--- src/rtl/cdb_arbiter_pkg.sv ---
// Shared types for the common data bus writeback path.
package cdb_arbiter_pkg;

    localparam int FU_NUM = 4;
    localparam int ROB_W  = 4;
    localparam int PHYS_W = 6;
    localparam int DW     = 32;

    // Issue-queue entry handed to the functional units.
    typedef struct packed {
        logic [ROB_W-1:0]  rob_idx;
        logic [1:0]        epoch;
        logic [7:0]        opcode;
        logic [PHYS_W-1:0] ps1;
        logic [PHYS_W-1:0] ps2;
        logic [PHYS_W-1:0] pd;
    } rs_uop_t;

    // Result packet a functional unit puts on the CDB.
    typedef struct packed {
        logic [ROB_W-1:0]  rob_idx;
        logic [1:0]        epoch;
        logic              mispredict;
        logic [PHYS_W-1:0] pd;
        logic [DW-1:0]     data;
    } cdb_pkt_t;

endpackage

--- src/rtl/cdb_arbiter_rr.sv ---
// Round-robin selector: first requester at or after ptr, scanning upward mod N.
module rr_arbiter
    import cdb_arbiter_pkg::*;
#(
    parameter int N     = FU_NUM,
    parameter int PTR_W = (N > 1) ? $clog2(N) : 1
) (
    input  logic [N-1:0]     req,
    input  logic [PTR_W-1:0] ptr,
    output logic [N-1:0]     gnt
);

    logic             found;
    logic [PTR_W-1:0] idx;

    // Rotate the scan start to ptr and take the first set request.
    always_comb begin
        gnt   = '0;
        found = 1'b0;
        idx   = '0;
        for (int k = 0; k < N; k++) begin
            idx = PTR_W'((int'(ptr) + k) % N);
            if (!found && req[idx]) begin
                gnt[idx] = 1'b1;
                found    = 1'b1;
            end
        end
    end

endmodule

--- src/rtl/cdb_arbiter.sv ---
// CDB arbiter: one holding slot per FU, round-robin broadcast with backpressure.
module cdb_arbiter
    import cdb_arbiter_pkg::*;
#(
    parameter int FU_NUM = cdb_arbiter_pkg::FU_NUM,
    parameter int ROB_W  = cdb_arbiter_pkg::ROB_W,
    parameter int PHYS_W = cdb_arbiter_pkg::PHYS_W,
    parameter int DW     = cdb_arbiter_pkg::DW
) (
    input  logic                    clk,
    input  logic                    rst,
    input  logic [FU_NUM-1:0]       fu_valid,
    output logic [FU_NUM-1:0]       fu_ready,
    input  cdb_pkt_t [FU_NUM-1:0]   fu_result,
    output logic                    wb_valid,
    input  logic                    wb_ready,
    output logic [ROB_W-1:0]        wb_rob_idx,
    output logic [1:0]              wb_epoch,
    output logic                    wb_mispredict,
    output logic [PHYS_W-1:0]       wb_pd,
    output logic [DW-1:0]           wb_data,
    output logic [FU_NUM-1:0]       wb_grant,
    input  logic                    flush_valid,
    output logic [15:0]             stall_cnt
);

    localparam int PTR_W = (FU_NUM > 1) ? $clog2(FU_NUM) : 1;

    logic [FU_NUM-1:0]     slot_vld_q, slot_vld_d;
    cdb_pkt_t [FU_NUM-1:0] slot_pkt_q, slot_pkt_d;
    logic [PTR_W-1:0]      rr_ptr_q, rr_ptr_d;
    logic [15:0]           stall_cnt_q, stall_cnt_d;
    // A stalled grant is latched so a newly filled slot cannot preempt it.
    logic                  hold_q, hold_d;
    logic [FU_NUM-1:0]     hold_gnt_q, hold_gnt_d;

    logic [FU_NUM-1:0]     arb_gnt;
    logic [FU_NUM-1:0]     grant;
    logic                  fire;
    logic                  stall;
    cdb_pkt_t              sel_pkt;
    logic [PTR_W-1:0]      gnt_idx;

    rr_arbiter #(.N(FU_NUM), .PTR_W(PTR_W)) u_rr (
        .req (slot_vld_q),
        .ptr (rr_ptr_q),
        .gnt (arb_gnt)
    );

    // Broadcast mux, handshake and per-FU ready.
    always_comb begin
        grant    = hold_q ? hold_gnt_q : arb_gnt;
        wb_valid = (|slot_vld_q) && !flush_valid;
        fire     = wb_valid && wb_ready;
        stall    = wb_valid && !wb_ready;
        sel_pkt  = '0;
        gnt_idx  = '0;
        for (int i = 0; i < FU_NUM; i++) begin
            if (grant[i]) begin
                sel_pkt = slot_pkt_q[i];
                gnt_idx = PTR_W'(i);
            end
        end
        wb_grant      = wb_valid ? grant : '0;
        wb_rob_idx    = wb_valid ? sel_pkt.rob_idx : '0;
        wb_epoch      = wb_valid ? sel_pkt.epoch : '0;
        wb_mispredict = wb_valid ? sel_pkt.mispredict : 1'b0;
        wb_pd         = wb_valid ? sel_pkt.pd : '0;
        wb_data       = wb_valid ? sel_pkt.data : '0;
        fu_ready      = flush_valid ? '0 : (~slot_vld_q | (grant & {FU_NUM{fire}}));
        stall_cnt     = stall_cnt_q;
    end

    // Slot fill/drain, pointer advance, grant hold and stall counting.
    always_comb begin
        slot_vld_d = slot_vld_q;
        slot_pkt_d = slot_pkt_q;
        for (int i = 0; i < FU_NUM; i++) begin
            if (fu_valid[i] && fu_ready[i]) begin
                slot_vld_d[i] = 1'b1;
                slot_pkt_d[i] = fu_result[i];
            end else if (grant[i] && fire) begin
                slot_vld_d[i] = 1'b0;
            end
        end
        if (flush_valid) begin
            slot_vld_d = '0;
        end
        rr_ptr_d = rr_ptr_q;
        if (fire) begin
            rr_ptr_d = (gnt_idx == PTR_W'(FU_NUM - 1)) ? '0 : gnt_idx + 1'b1;
        end
        hold_d      = stall;
        hold_gnt_d  = grant;
        stall_cnt_d = (stall && (stall_cnt_q != 16'hFFFF)) ? stall_cnt_q + 16'd1 : stall_cnt_q;
    end

    // Control state with synchronous reset.
    always_ff @(posedge clk) begin
        if (rst) begin
            slot_vld_q  <= '0;
            rr_ptr_q    <= '0;
            stall_cnt_q <= '0;
            hold_q      <= 1'b0;
        end else begin
            slot_vld_q  <= slot_vld_d;
            rr_ptr_q    <= rr_ptr_d;
            stall_cnt_q <= stall_cnt_d;
            hold_q      <= hold_d;
        end
    end

    // Packet payloads are qualified by the valid bits and need no reset.
    always_ff @(posedge clk) begin
        slot_pkt_q <= slot_pkt_d;
        hold_gnt_q <= hold_gnt_d;
    end

endmodule

--- config.mk ---
export PLATFORM = sky130hd
export DESIGN_NAME = cdb_arbiter
export DESIGN_NICKNAME = d
export VERILOG_FILES = /design/src/rtl/cdb_arbiter_pkg.sv /design/src/rtl/cdb_arbiter_rr.sv /design/src/rtl/cdb_arbiter.sv
export SDC_FILE = /design/constraint.sdc
export NUM_CORES = 1
export LEC_CHECK = 0
export BUFFER_PORTS_ARGS = -buffer_cell sky130_fd_sc_hd__buf_2
export CORE_ASPECT_RATIO = 1.2
export CORE_MARGIN = 4
export CORE_UTILIZATION = 55
export CTS_CLUSTER_SIZE = 40
export DETAILED_ROUTE_END_ITERATION = 16
export GPL_TIMING_DRIVEN = 1
export MAX_ROUTING_LAYER = met4
export PLACE_DENSITY_LB_ADDON = 0.25
export SLEW_MARGIN = 20
export SYNTH_ARGS = -nofsm -noshare
export SYNTH_HDL_FRONTEND = slang
export SYNTH_HIERARCHICAL = 1
export SYNTH_SLANG_ARGS = --single-unit
--- constraint.sdc ---
create_clock -name clk -period 9.99 [get_ports clk]
set_input_delay 0.999 -clock clk [delete_from_list [all_inputs] [get_ports clk]]
set_output_delay 0.999 -clock clk [all_outputs]
set_load 0.01 [all_outputs]
Word level (Yosys, flattened, before mapping)
Index checks and enable logic that the tools add are counted.
Word-level totals
  logic and storage cells: 126
  output and inout bits: 70
  bits of input ports: 188
  register bits: 207
Operators by class
  bitwise gates (word level): 6
  add/sub/neg operators: 5
  equal/unequal tests: 2
  magnitude comparators: 8
  mux-type cells: 47
  reduce and logical (&&, ||, !) cells: 30
Operator list (number)
  $mux 45: 4
  $mux 32: 1
  $mux 4: 8
  $mux 1: 21
  $logic_and 1x1->1: 19
  $add 16x1->16 const B: 1
  $ne 16x16->1 const B: 1
  $or 4x4->4: 4
  $lt 2x3->1 const B: 4
  $bmux 1 s2: 4
  $demux 1 s2: 4
  $ge 2x1->1 const B: 4
  $mux 2: 4
  $reduce_bool 2->1: 4
  $mux 6: 1
  $logic_not 1->1: 5
  $add 2x1->2 const B: 2
  $add 2x2->2 const B: 2
  $and 4x4->4: 1
  $not 4->4: 1
  $reduce_or 4->1: 1
  $eq 2x2->1 const B: 1
  $reduce_or 2->1: 1

Logic depth before layout (Yosys ltp)
  depth after elaboration: 18
  gate-level depth with buffers: 12
  gate-level depth less buffers: 11

Modules after synthesis
Netlist, hierarchy kept.
Modules (own cells, without submodules)
  cdb_arbiter: area an instance 8052.7 um^2, cells an instance 544, sequential area each 5945.7 um^2, instances 1
  rr_arbiter: area an instance 337.8 um^2, cells an instance 36, sequential area each 0.0 um^2, instances 1

Worst setup path after synthesis
OpenSTA, ideal clock, no wires.
  kind: register to register
  start: register rr_ptr_q[0]
  end: register slot_pkt_q[100] (netlist bit) (enable)
  period minus slack after synthesis: 4063 ps
  slack: 5927 ps
  path buffers: 1
  required time: 9583 ps
  setup time: 407 ps
  arrival time: 3656 ps
  stages on the path, launching flop included: 13
  cell sequence: dfxtp_1 inv_1 ha_1 mux4_2 nor4b_4 nand2_1 o211ai_1 mux2i_4 inv_2 buf_2 a21boi_0 nor2_1 and2_1
On the way
  cells in the longest elaborated chain, start to end: 17
  elaborated cells on any way between the ends: 52
  those cells by class: 3 x add/sub; 8 x order compare; 25 x mux; 5 x bitwise; 11 x reduce/logical
Ends and longest elaborated chain
  from (decl): RTL line cdb_arbiter.sv:31  | logic [PTR_W-1:0] rr_ptr_q, rr_ptr_d;
  from (signal assigned): RTL line cdb_arbiter.sv:107  | rr_ptr_q <= rr_ptr_d;
  parallel branches: the longest is 11 deep, another holds $lt 2x3->1
  $mux 4 *: RTL line cdb_arbiter_rr.sv:23  | if (!found && req[idx]) begin
  via arb_gnt[2]: RTL line cdb_arbiter.sv:37  | logic [FU_NUM-1:0] arb_gnt;
  $mux 4 *: RTL line cdb_arbiter.sv:52  | grant = hold_q ? hold_gnt_q : arb_gnt;
  $and 4x4->4 *: RTL line cdb_arbiter.sv:70  | fu_ready = flush_valid ? '0 : (~slot_vld_q | (grant & {FU_NUM{fire}}));
  $or 4x4->4 *: RTL line cdb_arbiter.sv:70
  $mux 4 *: RTL line cdb_arbiter.sv:70
  via fu_ready[2]: RTL line cdb_arbiter.sv:13  | output logic [FU_NUM-1:0] fu_ready,
  $logic_and 1x1->1 *: RTL line cdb_arbiter.sv:79  | if (fu_valid[i] && fu_ready[i]) begin
  to (signal assigned): RTL line cdb_arbiter.sv:115  | slot_pkt_q <= slot_pkt_d;
  to (decl): RTL line cdb_arbiter.sv:30  | cdb_pkt_t [FU_NUM-1:0] slot_pkt_q, slot_pkt_d;
Mark *: on every way through the listed nets, which the timed path passes. The select of a mux whose other input is x is not followed.
A chain may end at the register's enable or synchronous reset.

Worst setup path in the final report
  start: register rr_ptr_q[0]
  end: output wb_rob_idx[0]
On the way
  elaborated cells on any way between the ends: 53
  those cells by class: 3 x add/sub; 8 x order compare; 29 x mux; 3 x bitwise; 10 x reduce/logical
RTL lines
  parallel branches: the longest is 11 deep, another holds $lt 2x3->1
  $mux 4 *: RTL line cdb_arbiter_rr.sv:23
  via arb_gnt[2]: RTL line cdb_arbiter.sv:37
  $mux 4 *: RTL line cdb_arbiter.sv:52
  $mux 45 * (2 in a row): RTL line cdb_arbiter.sv:59  | if (grant[i]) begin
  $mux 4 *: RTL line cdb_arbiter.sv:65  | wb_rob_idx = wb_valid ? sel_pkt.rob_idx : '0;
  to (decl): RTL line cdb_arbiter.sv:17  | output logic [ROB_W-1:0] wb_rob_idx,
Marked as above.

==> impl_results.md <==
- Outcome: finished, final reports clean
- Initial antenna violation count: 1
- EDFF count, synth: 180
- Fin util: 69.86%
- Post-synth top area share: 64.42%
- Area of the die: 17300 um2
- Final period util: a little under two thirds
- Wirelength, routed: around 22 mm
- Most used cell, CP: a21oi_1
- H-tree levels: 1
- Final Hold Vio Count: 0
- Startpoint type of the worst setup path: flop
- Slew headroom: 26.72%
- CTS Hold Bufs: 0
- Critical Path End: wb_rob_idx[0]
- Xor/xnor cell area share of the yosys netlist: 0%
- Reg2reg end: slot_pkt_q[133]
- Detail Placement HPWL: 15.08 mm
- Worst-path clk slew: 60 ps
- CTS tree: yes
- First-pass GRT wire length: roughly 33 mm
- Synth Net Count: 775
- Post-synthesis mux area share: 2.431%
- Clock skew: 19.93 ps
- Worst path max stage delay: 1050 ps
- Vias per cell: 5.775
- Min-Delay Path Depth: 2
- Via count: 6064
- ANT nets after route: 0
- Cell Area, Synth: ~8400 um2
- Final non-filler cell total: 1050
- Top cell family by delay on the critical path: multiplexers
- Sw Pwr: 474.9 uW
- RSZ-0062 raised after global routing: no
- F_max: 158.0 MHz
- Count of clock tree sinks: a little over 200
- Port Buffer Count: 257
- Max clock buf depth: 3
- Worst Path Arrival: 5330 ps
- Resized Gates After CTS: 0
- Worst setup path startpoint: rr_ptr_q[0]
- Worst skew pair latency: 500 ps
- Pleak: approximately 0.0041 uW
- Synth top cells by count: edfxtp_1, a21oi_1, nand2_1
- Asr flop ratio synth: 0%
- Vias in the first global route: 6348
- Setup CP Type: flop to output pin
- Main combinational cell family by area after synthesis: compound AO/OA/AOI/OAI gates
- Int Pwr: 1467 uW
- Hold Crit Class: flop to flop
- Compound-Gate Fraction of Synth Area: 16.70%
- Net Sw Frac: 24.45%
- Critical-path cell list: inv_1 -> ha_1 -> mux4_2 -> a21oi_1 -> a21o_2 -> o211ai_1 -> mux2i_4 -> inv_2 -> nor3_4 -> a222oi_1 -> a21oi_1 -> buf_2
- Die Height: 143.3 um
- Sequential area share after synthesis: 70.86%
- Area grow syn2layout: 24.56%
- Reg-to-Reg Start: rr_ptr_q[0]
- Synth top area cells: edfxtp_1, dfxtp_1, a21oi_1
- Starting Density: 56.09%
- Die W: 120.8 um
- Adder-Cell Fraction of Synth Area: between 1 and 1.5%
- GRT Residual Overflow: 0
- DRC viols: 0
- Top fanout value on the critical path: 49
- Drt initial violations: between 400 and 500
- Maximum Capacitance Violations: 0
- Worst hold start: stall_cnt[10]
- Most frequent cell after synthesis: edfxtp_1
- Layout cells sized above 1: 37.37%
- Minimum clock period: 6327 ps
- Post-synth cell types: 47
- Largest net degree at the start of global routing: 72
- Pre-CTS setup slack: 4170 ps
- Setup ws final: ~3700 ps
- Syn Area/Cell: 14.47 um2
- VDD IR-drop max: 151.1 uV
- PD cells: 185.8 nW/um2
- Synth warn: 6
- Worst-Margin Slew: 1096 ps
- Setup TNS: 0 ps
- WL/cell: between 20 and 25 um
- Critical path buffers and inverters: 3
- Cell count along the critical path: 12
- R2r worst-path depth: 12
- Placed cells: 1009
- Largest area contributor in the netlist: edfxtp_1
- Reg2Reg Setup Slack: 5120 ps
- Simple-Gate Fraction of Synth Area: 6.293%
- Syn Inst Count: 580
- Fill count: 1103
- Setup Buffers After CTS: 0
- Synthesis-stage register bit count: 207
- Reg power frac: 51.4%
- GR Util All Layers: 25.73%
- Clock share of power: between 30% and 40%
- Final setup vio count: 0
- TritonCTS buffer count: 21
- DRT Pass-1 Iters: 6
- Slowest CP cell: nor3_4
- CP required: roughly 9000 ps
- Final nets: 1023
- Gp weighted congestion: 0.8822
- Floorplan row count: 49
- Core footprint: approximately 15000 um2
- Hold Slack: 519.5 ps
- Logic gate share of total power: 12.9%
- Synth Flop Type: edfxtp_1
- Clk Tree Root Cell: clkbuf_16
- Max Slew Vio Count: 0
- Setup crit end kind: output pin
- I/O Pins: 258
## worst register-to-register path: stages (launching register included)
cell and delay, ps:
dfxtp_1 540, inv_1 150, ha_1 360, mux4_2 390, nor4b_4 360, nand2_1 100
o211ai_1 140, mux2i_4 270, inv_2 840, a21boi_0 280, nor2_1 210, and2_2 350
buf_4 510
## area by class of cell
type	instances	area, um2	share of cell area [%]
flip-flops and latches	207	5946	56.89
repair buffers	265	1346	12.88
multi-input cells	321	2247	21.50
diodes	3	7.507	0.07183
well taps	204	255.2	2.442
clock inverters	14	67.56	0.6465
clock buffers	24	536.8	5.136
inverters	12	45.04	0.4310
## layout by cell type (no fill, tap or decap), drive strengths merged, types with 11 or more instances in the layout
master	instances
dfxtp	27
clkbuf	24
edfxtp	180
a21boi	25
o221ai	21
o21ai	29
a222oi	24
buf	265
nor2	16
a21oi	63
nand2	33
a21o	25
clkinv	11
inv	13
## stage by stage
step | cell area (um2) | power (uW)
floorplan | 8391 | 1160
global placement | 9839 | 1259
detailed placement | 9839 | 1267
CTS | 10440 | 1962
global route | 10450 | 2022
finish | 10450 | 1942
## state kept, by name, summed over array words and instances, names as in the netlist
register,count
hold_q,1
stall_cnt,16
slot_vld_q,4
hold_gnt_q,4
rr_ptr_q,2
slot_pkt_q,180
## layer usage
| metal | share of wire, % | track usage, % | up-vias |
|---|---|---|---|
| met1 | 36 | 28.87 | 2906 |
| met2 | 53 | 44.89 | 294 |
| met5 | 0 | - | - |
| met4 | 3.1 | 9.726 | 0 |
| li1 | - | - | 2821 |
| met3 | 8.5 | 6.102 | 43 |
## cell families (layout without fill, tap and decap cells)
family | after synthesis | count (layout)
AO/OA/AOI/OAI | 205 | 205
multiplexers | 12 | 12
AND/OR/NAND/NOR | 97 | 97
flip-flops | 207 | 207
other | 0 | 3
buffers and inverters | 52 | 315
adder cells (fa/ha/maj) | 7 | 7
## how the worst min path moves through the flow
stage | endpoint | slack, ps
after floorplan | hold_gnt_q[0] | 500
after global placement | stall_cnt[1] | 490
after detailed placement | stall_cnt[4] | 520
after CTS | stall_cnt[4] | 520
after global routing | stall_cnt[4] | 550
final | stall_cnt[10] | 520
## power groups by stage
stage                     clock, uW  combinational [uW]  sequential [uW]
after floorplan                   0                 149             1010
after global placement            0                 245             1010
after detailed placement          0                 251             1020
after CTS                       712                 252              997
after global routing            746                 276             1000
final                           694                 251              997
(Power assumes the default switching activity.)
